## src/rtl/player_ctrl.sv

```systemverilog
// -----------------------------------------------------------------------------
// player_ctrl
//
// Per-player motion and animation sequencer for one fighter. Button edges are
// captured on every clock, but the walk/jump/punch state machine, position,
// vertical velocity and walk animation only advance on the single-cycle
// frame_tick, which fires once per video frame during vertical blank. The
// sprite therefore never moves part-way through a scan.
//
// Optional feature macro: PLAYER_CTRL_AIR_CONTROL_EN
//   defined   -> left/right steer x (with clamp and facing update) while airborne
//   undefined -> x and facing_left are frozen while airborne
//
// Ports:
//   clk           pixel-domain clock
//   rst           synchronous, active-high reset
//   hCount        VGA horizontal counter
//   vCount        VGA vertical counter
//   btn_left      held level, walk left
//   btn_right     held level, walk right
//   btn_jump      rising edge requests a jump
//   btn_punch     rising edge requests a punch
//   player_x      sprite left edge
//   player_y      sprite top edge
//   sprite_frame  0 idle, 1/2 walk A/B, 3 jump, 4 punch
//   facing_left   mirror request to the pixel datapath
//   attacking     high for the whole punch
//   frame_tick    one-cycle pulse on the cycle the state advances
// -----------------------------------------------------------------------------
module player_ctrl #(
   parameter int X_INIT       = 200,
   parameter int X_MIN        = 144,
   parameter int X_MAX        = 655,
   parameter int GROUND_Y     = 266,
   parameter int WALK_STEP    = 2,
   parameter int JUMP_V0      = 12,
   parameter int GRAVITY      = 1,
   parameter int PUNCH_FRAMES = 12,
   parameter int ANIM_DIV     = 8,
   parameter int TICK_LINE    = 515
) (
   input  logic       clk,
   input  logic       rst,
   input  logic [9:0] hCount,
   input  logic [9:0] vCount,
   input  logic       btn_left,
   input  logic       btn_right,
   input  logic       btn_jump,
   input  logic       btn_punch,
   output logic [9:0] player_x,
   output logic [9:0] player_y,
   output logic [2:0] sprite_frame,
   output logic       facing_left,
   output logic       attacking,
   output logic       frame_tick
);

   localparam int TW = ($clog2(PUNCH_FRAMES) < 1) ? 1 : $clog2(PUNCH_FRAMES);
   localparam logic [TW-1:0]      PUNCH_LAST = TW'(PUNCH_FRAMES - 1);
   localparam logic [2:0]         ANIM_LAST  = 3'(ANIM_DIV - 1);
   localparam logic signed [6:0]  VY0        = 7'(JUMP_V0);
   localparam logic signed [6:0]  GRAV       = 7'(GRAVITY);
   localparam logic signed [11:0] GROUND_S   = 12'(GROUND_Y);

   typedef enum logic [1:0] {IDLE, WALK, JUMP, PUNCH} state_t;

   state_t            state, state_n;
   logic [9:0]        x_n, y_n;
   logic signed [6:0] vy, vy_n;
   logic [TW-1:0]     punch_timer, punch_timer_n;
   logic [2:0]        anim_div, anim_div_n;
   logic              anim_phase, anim_phase_n;
   logic              facing_n;
   logic              jump_q, punch_q;
   logic              jump_pend, punch_pend;
   logic              jump_rise, punch_rise;
   logic              tick_det;
   logic              left_only, right_only;
   logic [10:0]       x_wide;
   logic [9:0]        x_stepped;
   logic signed [11:0] y_sum;

   assign tick_det   = (hCount == 10'd0) && (vCount == 10'(TICK_LINE));
   assign jump_rise  = btn_jump & ~jump_q;
   assign punch_rise = btn_punch & ~punch_q;
   assign left_only  = btn_left & ~btn_right;
   assign right_only = btn_right & ~btn_left;

   // One horizontal step in the held direction, saturated to the visible
   // range. The left step checks the lower bound before subtracting so the
   // 11-bit difference can never wrap around into a huge value.
   always_comb begin
      x_wide    = {1'b0, player_x} + 11'(WALK_STEP);
      x_stepped = player_x;
      if (right_only) begin
         if (x_wide > 11'(X_MAX)) x_stepped = 10'(X_MAX);
         else                     x_stepped = x_wide[9:0];
      end else begin
         x_wide = {1'b0, player_x} - 11'(WALK_STEP);
         if ({1'b0, player_x} < 11'(X_MIN + WALK_STEP)) x_stepped = 10'(X_MIN);
         else                                           x_stepped = x_wide[9:0];
      end
   end

   // Candidate height for the next airborne frame, kept signed and wide so
   // both the ground test and the clamp at the top of the screen are exact.
   always_comb begin
      y_sum = $signed({2'b00, player_y}) + $signed({{5{vy[6]}}, vy});
   end

   // Next-state and datapath decisions. Nothing changes except on frame_tick.
   // On the ground a pending punch beats a pending jump, which beats walking.
   // The walk animation divider only runs while the result is WALK and is
   // reset to phase A as soon as the player leaves it.
   always_comb begin
      state_n       = state;
      x_n           = player_x;
      y_n           = player_y;
      vy_n          = vy;
      punch_timer_n = punch_timer;
      facing_n      = facing_left;
      anim_div_n    = anim_div;
      anim_phase_n  = anim_phase;
      if (frame_tick) begin
         case (state)
            IDLE, WALK: begin
               if (punch_pend) begin
                  state_n       = PUNCH;
                  punch_timer_n = PUNCH_LAST;
               end else if (jump_pend) begin
                  state_n = JUMP;
                  vy_n    = -VY0;
               end else if (left_only || right_only) begin
                  state_n  = WALK;
                  x_n      = x_stepped;
                  facing_n = left_only;
               end else begin
                  state_n = IDLE;
               end
            end
            JUMP: begin
               if (y_sum >= GROUND_S) begin
                  y_n     = 10'(GROUND_Y);
                  vy_n    = '0;
                  state_n = IDLE;
               end else begin
                  y_n  = y_sum[11] ? 10'd0 : y_sum[9:0];
                  vy_n = vy + GRAV;
               end
`ifdef PLAYER_CTRL_AIR_CONTROL_EN
               if (left_only || right_only) begin
                  x_n      = x_stepped;
                  facing_n = left_only;
               end
`else
`endif
            end
            PUNCH: begin
               if (punch_timer == '0) state_n = IDLE;
               else                   punch_timer_n = punch_timer - 1'b1;
            end
            default: state_n = IDLE;
         endcase
         if (state_n == WALK) begin
            if (anim_div == ANIM_LAST) begin
               anim_div_n   = 3'd0;
               anim_phase_n = ~anim_phase;
            end else begin
               anim_div_n = anim_div + 3'd1;
            end
         end else begin
            anim_div_n   = 3'd0;
            anim_phase_n = 1'b0;
         end
      end
   end

   // State register plus edge capture. Pending requests are cleared on every
   // tick whether used or not; an edge landing on the tick cycle itself is
   // kept for the following frame instead of acting now or being lost.
   always_ff @(posedge clk) begin
      if (rst) begin
         state       <= IDLE;
         player_x    <= 10'(X_INIT);
         player_y    <= 10'(GROUND_Y);
         vy          <= '0;
         punch_timer <= '0;
         facing_left <= 1'b0;
         anim_div    <= 3'd0;
         anim_phase  <= 1'b0;
         frame_tick  <= 1'b0;
         jump_q      <= 1'b0;
         punch_q     <= 1'b0;
         jump_pend   <= 1'b0;
         punch_pend  <= 1'b0;
      end else begin
         state       <= state_n;
         player_x    <= x_n;
         player_y    <= y_n;
         vy          <= vy_n;
         punch_timer <= punch_timer_n;
         facing_left <= facing_n;
         anim_div    <= anim_div_n;
         anim_phase  <= anim_phase_n;
         frame_tick  <= tick_det;
         jump_q      <= btn_jump;
         punch_q     <= btn_punch;
         jump_pend   <= frame_tick ? jump_rise  : (jump_pend  | jump_rise);
         punch_pend  <= frame_tick ? punch_rise : (punch_pend | punch_rise);
      end
   end

   // Sprite selection and the attack flag come straight from registered
   // state, so there is no path from the buttons to these outputs.
   always_comb begin
      sprite_frame = 3'd0;
      attacking    = 1'b0;
      case (state)
         WALK:    sprite_frame = anim_phase ? 3'd2 : 3'd1;
         JUMP:    sprite_frame = 3'd3;
         PUNCH: begin
            sprite_frame = 3'd4;
            attacking    = 1'b1;
         end
         default: sprite_frame = 3'd0;
      endcase
   end

endmodule

```

## config.mk

```make
export PLATFORM = sky130hd
export DESIGN_NAME = player_ctrl
export DESIGN_NICKNAME = d
export VERILOG_FILES = /design/src/rtl/player_ctrl.sv
export SDC_FILE = /design/constraint.sdc
export NUM_CORES = 1
export LEC_CHECK = 0
export ABC_CLOCK_PERIOD_IN_PS = 8600
export CAP_MARGIN = 20
export CORE_ASPECT_RATIO = 0.75
export CORE_MARGIN = 2
export CORE_UTILIZATION = 30
export DETAILED_ROUTE_END_ITERATION = 12
export PLACE_DENSITY = 0.47
export SYNTH_ARGS = -nofsm -noshare
export SYNTH_HDL_FRONTEND = slang
export SYNTH_SLANG_ARGS = --single-unit
```

## constraint.sdc

```tcl
create_clock -name clk -period 8.6 [get_ports clk]
set_clock_uncertainty 0.05 [all_clocks]
set_input_delay 0.86 -clock clk [delete_from_list [all_inputs] [get_ports clk]]
set_output_delay 0.86 -clock clk [all_outputs]
set_load 0.05 [all_outputs]
```

==> impl_metrics.toml, run 1 <==
[cts]
ctsHtreeMaxLevel = 2
ctsResizeCount = 0
cts_tree = "yes"
clk_latency_ns = 0.29
hold_buffers = 0
root_buffer = "clkbuf_16"
cts_num_sinks = 43
path_clk_slew_ns = 0.06
clk_path_buf_depth = 2
cts-buffers-inserted = 5
cts_setup_buffers = 0

[synth]
synth_async_sr_flop_share = 0
yosysSeqAreaShare = 0.286
synthFlopType = "dfxtp_1"
yosys_warnings = 0
synth_cells = 388
synth_seq_cells = 43
synth_cell_types = 68
syn_avg_cell_area_um2 = 7.76
syn-cell-area_mm2 = 0.00301
synth_nets = 436
synth-edff-count = 0

[floorplanning]
initial_core_util = 0.311
die_w_um = 120
die-area_mm2 = 0.0109
core-area_mm2 = 0.00970
die_h_um = 90.8
rows = 31
io_pins = 52

[sta]
rsz0062_at_grt = "no"
hold_violations = 0
setup_tns_ns = 0
max_freq_ghz = 0.310
holdWs_ns = 0.419
layout_min_cycle_time_ns = 3.23
maxSlewViolCount = 0
tightest_slew_ns = 0.621
finalSetupViolCount = 0
slew_headroom = 0.586
timing.final.crit_share = 0.376

[grt]
grt_remaining_overflow = 0
track_usage = 0.148
grt_pass1_vias = 2705
grt_pass1_wl_um = 13300
antenna_found_initial = 0
grt_max_degree = 40

[pwr]
power.internal_mw = 0.322
power.share.switching = 0.222
vdd_ir_drop_max_mv = 0.0694
switching_power_mw = 0.0916
cellPowerDensity_mw_per_mm2 = 110
leakage_nw = 1.35
seq_power_share = 0.487
combPwrFrac = 0.062
p_clk_frac = 0.451

[setup_path]
critical_path.startpoint_type = "input pin"
crit_start = "btn_left"
path_max_fanout = 15
reg2reg_to = "vy[5]"
endpoint_kind = "flip-flop"
r2r_setup_slack_ns = 5.55
crit_arrival_ns = 3.35
crit_type = "input pin to flip-flop"
ff2ff_path_depth = 10
required_ns = 8.72
cp_cell_sequence = "clkdlybuf4s50_1, inv_1, ha_1, nor4_1, and2_1, o221ai_1, nand2_1, o31ai_1, a311o_1"
max_stage_delay_ns = 0.54
reg2reg_from = "vy[0]"
crit_path_top_delay_cell = "and2_1"
crit_end = "player_x[3]"

[finish]
final_common_cell = "clkdlybuf4s50_1"
drive_gt1_frac = 0.0446
final_area_mm2 = 0.00374
num_antenna_cells = 0
finalNetCount = 473
fillers = 1047
layout_common_cells = "51 x clkdlybuf4s50_1, 47 x nor2_1, 43 x dfxtp_1"
syn_to_final_growth_pct = 24.3

[placement]
place_area_mm2 = 0.00360
dpl.hpwl_um = 5870
port_buffers = 51
place.gp.congestion = 0.795

[detailed_routing]
drt_iter0_drc = 127
route.detailed.wl_per_inst_um = 14.1
wirelength_um = 7890
num_vias = 2928
drc_errors = 0
via_per_inst = 5.25
dr.pass1.iters = 4
ant_nets = 0

[outcome]
status = "complete, no violations"

[run]
maxCapViolCount = 0

[worst_hold_path]
hp-start = "facing_left"
min_path_type = "flip-flop to flip-flop"
## cell families after synthesis
kind of cell | share of synthesized area
and+or+nand+nor | 0.249
AOI/OAI and AO/OA | 0.279
xor gates and xnor gates | 0.0291
buffers and inverters | 0.0490
muxes | 0.0141
DFF | 0.286
adders and majority gates | 0.0939
## per-layer routing
layer  share of wire  routed length [µm]  track usage
met2            0.41                3220        0.213
met4          0.0049                  39       0.0294
met5               0                   0            0
met3           0.042                 332       0.0322
met1            0.54                4300        0.224
## synth_stat cells, drive strengths merged (3+ instances only)
| cell | n | area share |
|---|---|---|
| buf | 4 | 0.0075 |
| o21ai | 25 | 0.042 |
| nand2b | 7 | 0.015 |
| or2 | 3 | 0.0062 |
| nand4 | 4 | 0.0083 |
| o31ai | 4 | 0.010 |
| a311oi | 3 | 0.0087 |
| a22oi | 3 | 0.0075 |
| nand3 | 10 | 0.017 |
| nor3b | 3 | 0.0075 |
| xor2 | 8 | 0.023 |
| nor3 | 15 | 0.025 |
| o21bai | 3 | 0.0075 |
| inv | 14 | 0.017 |
| nor4 | 7 | 0.015 |
| a21o | 4 | 0.010 |
| o22ai | 6 | 0.012 |
| a22o | 5 | 0.015 |
| a211oi | 7 | 0.025 |
| nand2 | 31 | 0.039 |
| a31oi | 4 | 0.0083 |
| nor2 | 47 | 0.059 |
| nor2b | 6 | 0.012 |
| a21oi | 32 | 0.054 |
| and2 | 7 | 0.015 |
| a221oi | 3 | 0.0087 |
| clkbuf | 18 | 0.023 |
| nand3b | 3 | 0.0075 |
| dfxtp | 43 | 0.29 |
| ha | 21 | 0.087 |
## worst max-delay path: cells and delay by family
kind | cells | cell delay [ns]
AOI/OAI and AO/OA | 3 | 0.62
adders and majority gates | 1 | 0.30
buffers and inverters | 2 | 0.53
and+or+nand+nor | 3 | 1.04
## flip-flops by register name, summed over array words and instances, names as in the netlist
| register | flops |
|---|---|
| player_x | 10 |
| player_y | 10 |
| vy | 7 |
| punch_timer | 4 |
| anim_div | 3 |
| state | 2 |
| anim_phase | 1 |
| facing_left | 1 |
| frame_tick | 1 |
| jump_pend | 1 |
| jump_q | 1 |
| punch_pend | 1 |
| punch_q | 1 |
## area by class of cell
class,instances,area [µm²],share of cell area
clock inverters,2,12.5,0.00334
repair buffers,52,518,0.138
well taps,132,165,0.0441
flip-flops and latches,43,861,0.230
clock buffers,6,129,0.0344
inverters,15,56.3,0.0150
multi-input cells,308,2000,0.535
## power by group through the flow
| stage | combinational [mW] | sequential [mW] | clock [mW] |
|---|---|---|---|
| after floorplan | 0.0112 | 0.206 | 0 |
| after global placement | 0.0257 | 0.206 | 0 |
| after detailed placement | 0.0258 | 0.206 | 0 |
| after CTS | 0.0259 | 0.201 | 0.194 |
| after global routing | 0.0283 | 0.201 | 0.204 |
| final | 0.0257 | 0.201 | 0.186 |
## through the flow
step | setup slack (ns) | utilization | cells | total power, mW
floorplan | 5.64 | - | 388 | 0.217
detailed placement | 5.09 | 0.372 | 550 | 0.232
CTS | 5.37 | 0.386 | 558 | 0.421
finish | 5.37 | 0.386 | 558 | 0.413
global route | 5.15 | 0.386 | 558 | 0.433
global placement | 5.12 | 0.372 | 550 | 0.232
## worst min path at each step
stage,slack [ns],depth (start not counted),endpoint
6_report,0.42,2,facing_left
5_1_grt,0.44,2,facing_left
4_1_cts,0.42,2,facing_left
3_5_place_dp,0.40,2,facing_left
3_3_place_gp,0.41,1,punch_timer[0]
2_1_floorplan,0.39,1,punch_timer[0]
Power figures use the tool's default switching activity.
==> run 2, diff against run 1 <==
--- a/config.mk
+++ b/config.mk
@@ -5,7 +5,7 @@
 export SDC_FILE = /design/constraint.sdc
 export NUM_CORES = 1
 export LEC_CHECK = 0
-export ABC_CLOCK_PERIOD_IN_PS = 8600
+export ABC_CLOCK_PERIOD_IN_PS = 3400
 export CAP_MARGIN = 20
 export CORE_ASPECT_RATIO = 0.75
 export CORE_MARGIN = 2
==> constraint.sdc (replaced) <==
create_clock -name clk -period 3.4 [get_ports clk]
set_clock_uncertainty 0.05 [all_clocks]
set_input_delay 0.34 -clock clk [delete_from_list [all_inputs] [get_ports clk]]
set_output_delay 0.34 -clock clk [all_outputs]
set_load 0.05 [all_outputs]
==> impl_metrics.toml, run 2 (synthesis gave the netlist of run 1 again) <==
[cts]
cts-buffers-inserted = 5
ctsResizeCount = 0
clk_latency_ns = 0.29
ctsHtreeMaxLevel = 2
cts_setup_buffers = 0
clk_path_buf_depth = 2
cts_num_sinks = 43
hold_buffers = 0
root_buffer = "clkbuf_16"
path_clk_slew_ns = 0.06
cts_tree = "yes"

[sta]
max_freq_ghz = 0.335
finalSetupViolCount = 0
rsz0062_at_grt = "no"
slew_headroom = 0.602
timing.final.crit_share = 0.879
tightest_slew_ns = 0.590
hold_violations = 0
maxSlewViolCount = 0
setup_tns_ns = 0
layout_min_cycle_time_ns = 2.99

[finish]
final_area_mm2 = 0.00384
final_common_cell = "clkdlybuf4s50_1"
layout_common_cells = "51 x clkdlybuf4s50_1, 47 x nor2_1, 43 x dfxtp_1"
finalNonFillerCells = 566
finalNetCount = 481
syn_to_final_growth_pct = 27.5
drive_gt1_frac = 0.0645
final_util = 0.396
top_regs = "player_x: 10 flops, player_y: 10 flops, vy: 7 flops"
num_antenna_cells = 0

[grt]
track_usage = 0.158
antenna_found_initial = 0
grt_pass1_wl_um = 14200
grt_remaining_overflow = 0
grt_max_degree = 30
grt_pass1_vias = 2836

[detailed_routing]
num_vias = 2958
drc_errors = 0
ant_nets = 0
route.detailed.wl_per_inst_um = 14.6
dr.pass1.iters = 4
via_per_inst = 5.23
wirelength_um = 8240
drt_iter0_drc = 175

[setup_path]
endpoint_kind = "flip-flop"
crit_arrival_ns = 3.10
critical_path.startpoint_type = "flip-flop"
cp_cell_sequence = "ha_1, fa_1, a21o_1, a211oi_4, o21ai_0, xor2_1, o31a_1, o21ai_0, a21oi_2, nor3_1"
path_max_fanout = 5
crit_path_top_delay_cell = "fa_1"
max_stage_delay_ns = 0.41
path_buf_inv = 0
crit_top_cell = "o21ai_0"
crit_type = "flip-flop to flip-flop"
path_delay_family = "compound AO/OA/AOI/OAI gates"
required_ns = 3.51

[outcome]
status = "complete, no violations"

[placement]
post-place-cells = 558
dpl.hpwl_um = 6250
port_buffers = 51
place_area_mm2 = 0.00366
place.gp.congestion = 0.794

[floorplanning]
rows = 31
die_h_um = 90.8
io_pins = 52
die_w_um = 120
initial_core_util = 0.311
die-area_mm2 = 0.0109
core-area_mm2 = 0.00970

[pwr]
cellPowerDensity_mw_per_mm2 = 302
leakage_nw = 1.42
vdd_ir_drop_max_mv = 0.183

[worst_hold_path]
min_path_type = "flip-flop to flip-flop"

[run]
maxCapViolCount = 0
==> run 2: cell type report <==
cell class / instances / area (µm²)
Tap cell: 132 / 165
Inverter: 15 / 56.3
Sequential cell: 43 / 861
Clock buffer: 6 / 139
Timing Repair Buffer: 60 / 578
Multi-Input combinational cell: 308 / 2000
Fill cell: 1043 / 5860
Clock inverter: 2 / 38.8
==> run 2: worst paths after layout <==
path	start	endpoint	slack (ns)	depth (start not counted)
worst min register to register	facing_left	facing_left	0.41	2
worst max-delay path	vy[0]	vy[5]	0.41	10
worst min-delay path	facing_left	facing_left	0.41	2
worst max register to register	vy[0]	vy[5]	0.41	10
==> run 2: tightest hold or removal path: stages, from the launching register on <==
cell     delay (ns)
dfxtp_1        0.31
nand2_1        0.05
a21oi_1        0.05
==> run 2: stage by stage <==
stage	power (mW)	hold slack [ns]	setup WS (ns)
3_3_place_gp	0.586	0.400	0.485
2_1_floorplan	0.548	0.385	0.436
6_report	1.16	0.412	0.412
3_5_place_dp	0.587	0.403	0.435
5_1_grt	1.21	0.443	0.184
4_1_cts	1.18	0.416	0.420
==> run 2: power breakdown <==
group          switching (mW)  internal, mW
Combinational          0.0291        0.0366
Sequential            0.00280         0.507
Clock                   0.216         0.370
==> run 2: metal layers <==
layer,vias up,GRT usage,share of wire
li1,1517,-,-
met2,54,0.216,0.39
met5,-,0,0
met4,0,0.0304,0.0044
met1,1381,0.246,0.56
met3,6,0.0410,0.041
==> run 3, diff against run 2 <==
--- a/config.mk
+++ b/config.mk
@@ -5,13 +5,13 @@
 export SDC_FILE = /design/constraint.sdc
 export NUM_CORES = 1
 export LEC_CHECK = 0
-export ABC_CLOCK_PERIOD_IN_PS = 3400
+export ABC_CLOCK_PERIOD_IN_PS = 2700
 export CAP_MARGIN = 20
 export CORE_ASPECT_RATIO = 0.75
 export CORE_MARGIN = 2
 export CORE_UTILIZATION = 30
 export DETAILED_ROUTE_END_ITERATION = 12
-export PLACE_DENSITY = 0.47
+export PLACE_DENSITY = 0.49
 export SYNTH_ARGS = -nofsm -noshare
 export SYNTH_HDL_FRONTEND = slang
 export SYNTH_SLANG_ARGS = --single-unit
==> constraint.sdc (replaced) <==
create_clock -name clk -period 2.7 [get_ports clk]
set_clock_uncertainty 0.05 [all_clocks]
set_input_delay 0.27 -clock clk [delete_from_list [all_inputs] [get_ports clk]]
set_output_delay 0.27 -clock clk [all_outputs]
set_load 0.05 [all_outputs]
==> impl_metrics.toml, run 3 (synthesis gave the netlist of run 1 again) <==
[outcome]
failed_checks = "negative setup slack"
status = "finished with violations"

[setup_path]
path_max_fanout = 7
required_ns = 2.83
crit_start = "player_y[0]"
crit_arrival_ns = 2.86
endpoint_kind = "flip-flop"
crit_type = "flip-flop to flip-flop"
critical_path.startpoint_type = "flip-flop"
reg2reg_from = "player_y[0]"

[placement]
post-place-ws_ns = -0.105
place.gp.congestion = 0.859
port_buffers = 51
dpl.hpwl_um = 6250
place_area_mm2 = 0.00390
post-place-cells = 585

[finish]
finalNetCount = 513
finalNonFillerCells = 598
final_common_cell = "clkdlybuf4s50_1"
syn_to_final_growth_pct = 37.1
layout_common_cells = "51 x clkdlybuf4s50_1, 46 x nor2_1, 40 x buf_4"
drive_gt1_frac = 0.167
num_antenna_cells = 0
final_area_mm2 = 0.00413
fillers = 986
top_regs = "player_x: 10 flops, player_y: 10 flops, vy: 7 flops"
final_util = 0.426

[floorplanning]
rows = 31
io_pins = 52
die_h_um = 90.8
initial_core_util = 0.311
die_w_um = 120
die-area_mm2 = 0.0109
core-area_mm2 = 0.00970

[detailed_routing]
drc_errors = 0
route.detailed.wl_per_inst_um = 13.6
dr.pass1.iters = 5
num_vias = 3065
ant_nets = 0
wirelength_um = 8150
drt_iter0_drc = 215
via_per_inst = 5.13

[sta]
rsz0062_at_grt = "yes"
maxSlewViolCount = 0
timing.final.crit_share = 1.01
finalSetupViolCount = 9
slew_headroom = 0.612
tightest_slew_ns = 0.576
holdWs_ns = 0.422
finalWorstSetupSlack_ns = -0.0388
max_freq_ghz = 0.365
setup_tns_ns = -0.195
hold_violations = 0
layout_min_cycle_time_ns = 2.74

[grt]
grt_remaining_overflow = 0
grt_max_degree = 17
grt_pass1_vias = 2812
grt_pass1_wl_um = 13800
antenna_found_initial = 0
track_usage = 0.155

[pwr]
vdd_ir_drop_max_mv = 0.215
finalPower_mw = 1.44
cellPowerDensity_mw_per_mm2 = 349
leakage_nw = 1.57

[cts]
clk_path_buf_depth = 2
ctsHtreeMaxLevel = 2
clk_latency_ns = 0.30
root_buffer = "clkbuf_16"
path_clk_slew_ns = 0.06
hold_buffers = 0
cts-buffers-inserted = 5
cts_tree = "yes"
cts_num_sinks = 43

[worst_hold_path]
hp-start = "punch_timer[0]"
min_path_type = "flip-flop to flip-flop"

[run]
maxCapViolCount = 0
run 3: cell count changes in the layout (fill, tap and decap cells not counted), sizes merged:
cell / delta
buf: +32
clkbuf: -1
inv: +1
run 3: final cells by class:
cell class	instances	area (µm²)	area share
tap	132	165	0.0400
multi-input combinational	308	2040	0.494
clock inverter	3	45.0	0.0109
sequential	43	875	0.212
inverter	15	56.3	0.0136
clock buffer	5	125	0.0303
timing repair buffer	92	822	0.199
run 3: where the power goes:
group	total, mW	leakage (nW)	internal [mW]	switching, mW
clock network	0.715	0.0847	0.441	0.275
logic	0.0867	1.14	0.0492	0.0375
registers	0.640	0.350	0.637	0.00323
run 3: worst max-delay path, stage by stage (launching register included):
cell	delay, ns
dfxtp_4	0.35
ha_4	0.16
fa_2	0.34
a21o_1	0.20
a211oi_4	0.23
xor2_1	0.19
o211ai_1	0.11
o31a_1	0.32
o311ai_4	0.28
buf_6	0.17
a21o_1	0.15
nand2_1	0.06
run 3: repair_timing:
action / CTS / global route
endpoints found under the setup margin: 17 / 20
pin swaps: 4 / 5
gates resized for setup: 4 / 5
gates cloned: 0 / 0
setup buffers: 4 / 1
run 3: worst paths after layout:
check	slack (ns)	to	cells after the start
min reg2reg	0.42	punch_timer[0]	1
min	0.42	punch_timer[0]	1
max reg2reg	-0.04	player_y[8]	11
max	-0.04	player_y[8]	11
run 3: routing by layer:
layer	routed length, µm	vias up	track usage
li1	-	1585	-
met1	4280	1399	0.230
met2	3350	74	0.224
met3	455	7	0.0341
met4	65	0	0.0373
met5	0	-	0
==> variant, RTL diff (flow settings as in run 3) <==
The 4 states of `state_t` get a one-hot encoding in 4 bits.
--- a/src/rtl/player_ctrl.sv
+++ b/src/rtl/player_ctrl.sv
@@ -62,7 +62,7 @@
    localparam logic signed [6:0]  GRAV       = 7'(GRAVITY);
    localparam logic signed [11:0] GROUND_S   = 12'(GROUND_Y);
 
-   typedef enum logic [1:0] {IDLE, WALK, JUMP, PUNCH} state_t;
+   typedef enum logic [3:0] {IDLE = 4'b0001, WALK = 4'b0010, JUMP = 4'b0100, PUNCH = 4'b1000} state_t;
 
    state_t            state, state_n;
    logic [9:0]        x_n, y_n;
Check against the original RTL: no difference found for any inputs over 10 cycles, from zero or initial values and one cycle with rst high; not proved beyond that.
==> variant against run 3 <==
  * The run still ends with negative setup slack left
  * Non-clock buffer count increased by 2
  * Synthesized cell count grew 0.52%
  * Worst setup slack worse by 0.030 ns
  * First-iteration DRC count fell by 12%
  * Power increased by 3.0%
  * Highest routed layer unchanged
  * Via count grew 2.1%
  * Synthesized area up 2.9%
  * Routed wire length increased by 6.8%
  * Fmax decreased by 1.1%
  * Sequential cell count grew 2
  * Largest cell class unchanged
  * Cell area grew 3.4%
  * Core utilization shrank 0.61 points
  * Largest power group unchanged
==> variant: results (changes against run 3) <==
[status]
status = complete, but fails checks  ; unchanged
violations = negative setup slack  ; unchanged

[power]
pwr-share-seq_pct = 44.9  ; was 44.4%
combPwrFrac_pct = 5.6  ; was 6.0%
max-vdd-ir-drop_mv = 0.2272  ; was 0.2146 mV

[timing]
fin_ws_ns = -0.06867  ; was -0.03884 ns
setup_viol = 8  ; was 9
final.setup.tns_ns = -0.3012  ; was -0.1948 ns
worst_slew_pin_slew_ns = 0.5594  ; was 0.5760 ns

[yosys]
ys_seq_area_share_pct = 29.08  ; was 28.58%
synth_area_per_cell_um2 = 7.944  ; was 7.762 um^2
synth_area_leaders = dfxtp_1 29%, ha_1 8.5%, a21oi_1 5.8%  ; was dfxtp_1 29%, ha_1 8.7%, nor2_1 5.9%

[final_layout]
fillers = 1054  ; was 986
nonClkBufAreaFrac_pct = 19.91  ; about the same
final_cells = 606  ; was 598
nNetsFinal = 517  ; was 513

[grt]
track_usage_pct = 15.63  ; was 15.47%
grt_pass1_wl_um = 13950  ; was 13790 um
use_met3_pct = 3.172  ; was 3.409%
grt_max_degree = 22  ; was 17

[worst_setup_path]
crit_slowest_cell = o41a_1  ; was dfxtp_4
reg2regPathDepth = 10  ; was 11

[placed_design]
gp_congestion = 0.8513  ; was 0.8589
placed_cells = 595  ; was 585
dp_hpwl_um = 6546  ; was 6251 um

[drt]
drt_iter0_drc = 190  ; was 215
dr_wl_met2_um = 3546  ; was 3349 um
drtPass1Iterations = 6  ; was 5

[worst_hold_path]
min_path_cells = 2  ; was 1

[die]
die_area_um2 = 11160  ; was 10860 um^2

==> variant: changes by cell type in the layout (fill, tap and decap cells not counted), moves of 5 or more <==
cell,change
dfxtp_2,-6
o22ai_1,-5
xor2_1,-5
nand2_1,-5
dfxtp_1,+6
xnor2_1,+5
o21ai_1,+6
or3_1,+5
nand2b_1,+7
==> variant: path summary, 6_finish.rpt <==
check	startpoint	endpoint	slack, ns
hold reg to reg	facing_left	facing_left	0.41
hold / removal	facing_left	facing_left	0.41
setup / recovery	player_y[0]	vy[5]	-0.07
setup reg to reg	player_y[0]	vy[5]	-0.07
==> variant: logic make-up (layout without fill, tap and decap cells) <==
family,count (synthesis),count (layout),share of synthesized area [%]
fa+ha+maj,22,22,9.128
mux,1,1,0.3231
xor+xnor,12,12,3.393
flops,45,45,29.08
buf+inv,37,117,4.604
simple gates,147,147,24.84
compound gates,126,126,28.64
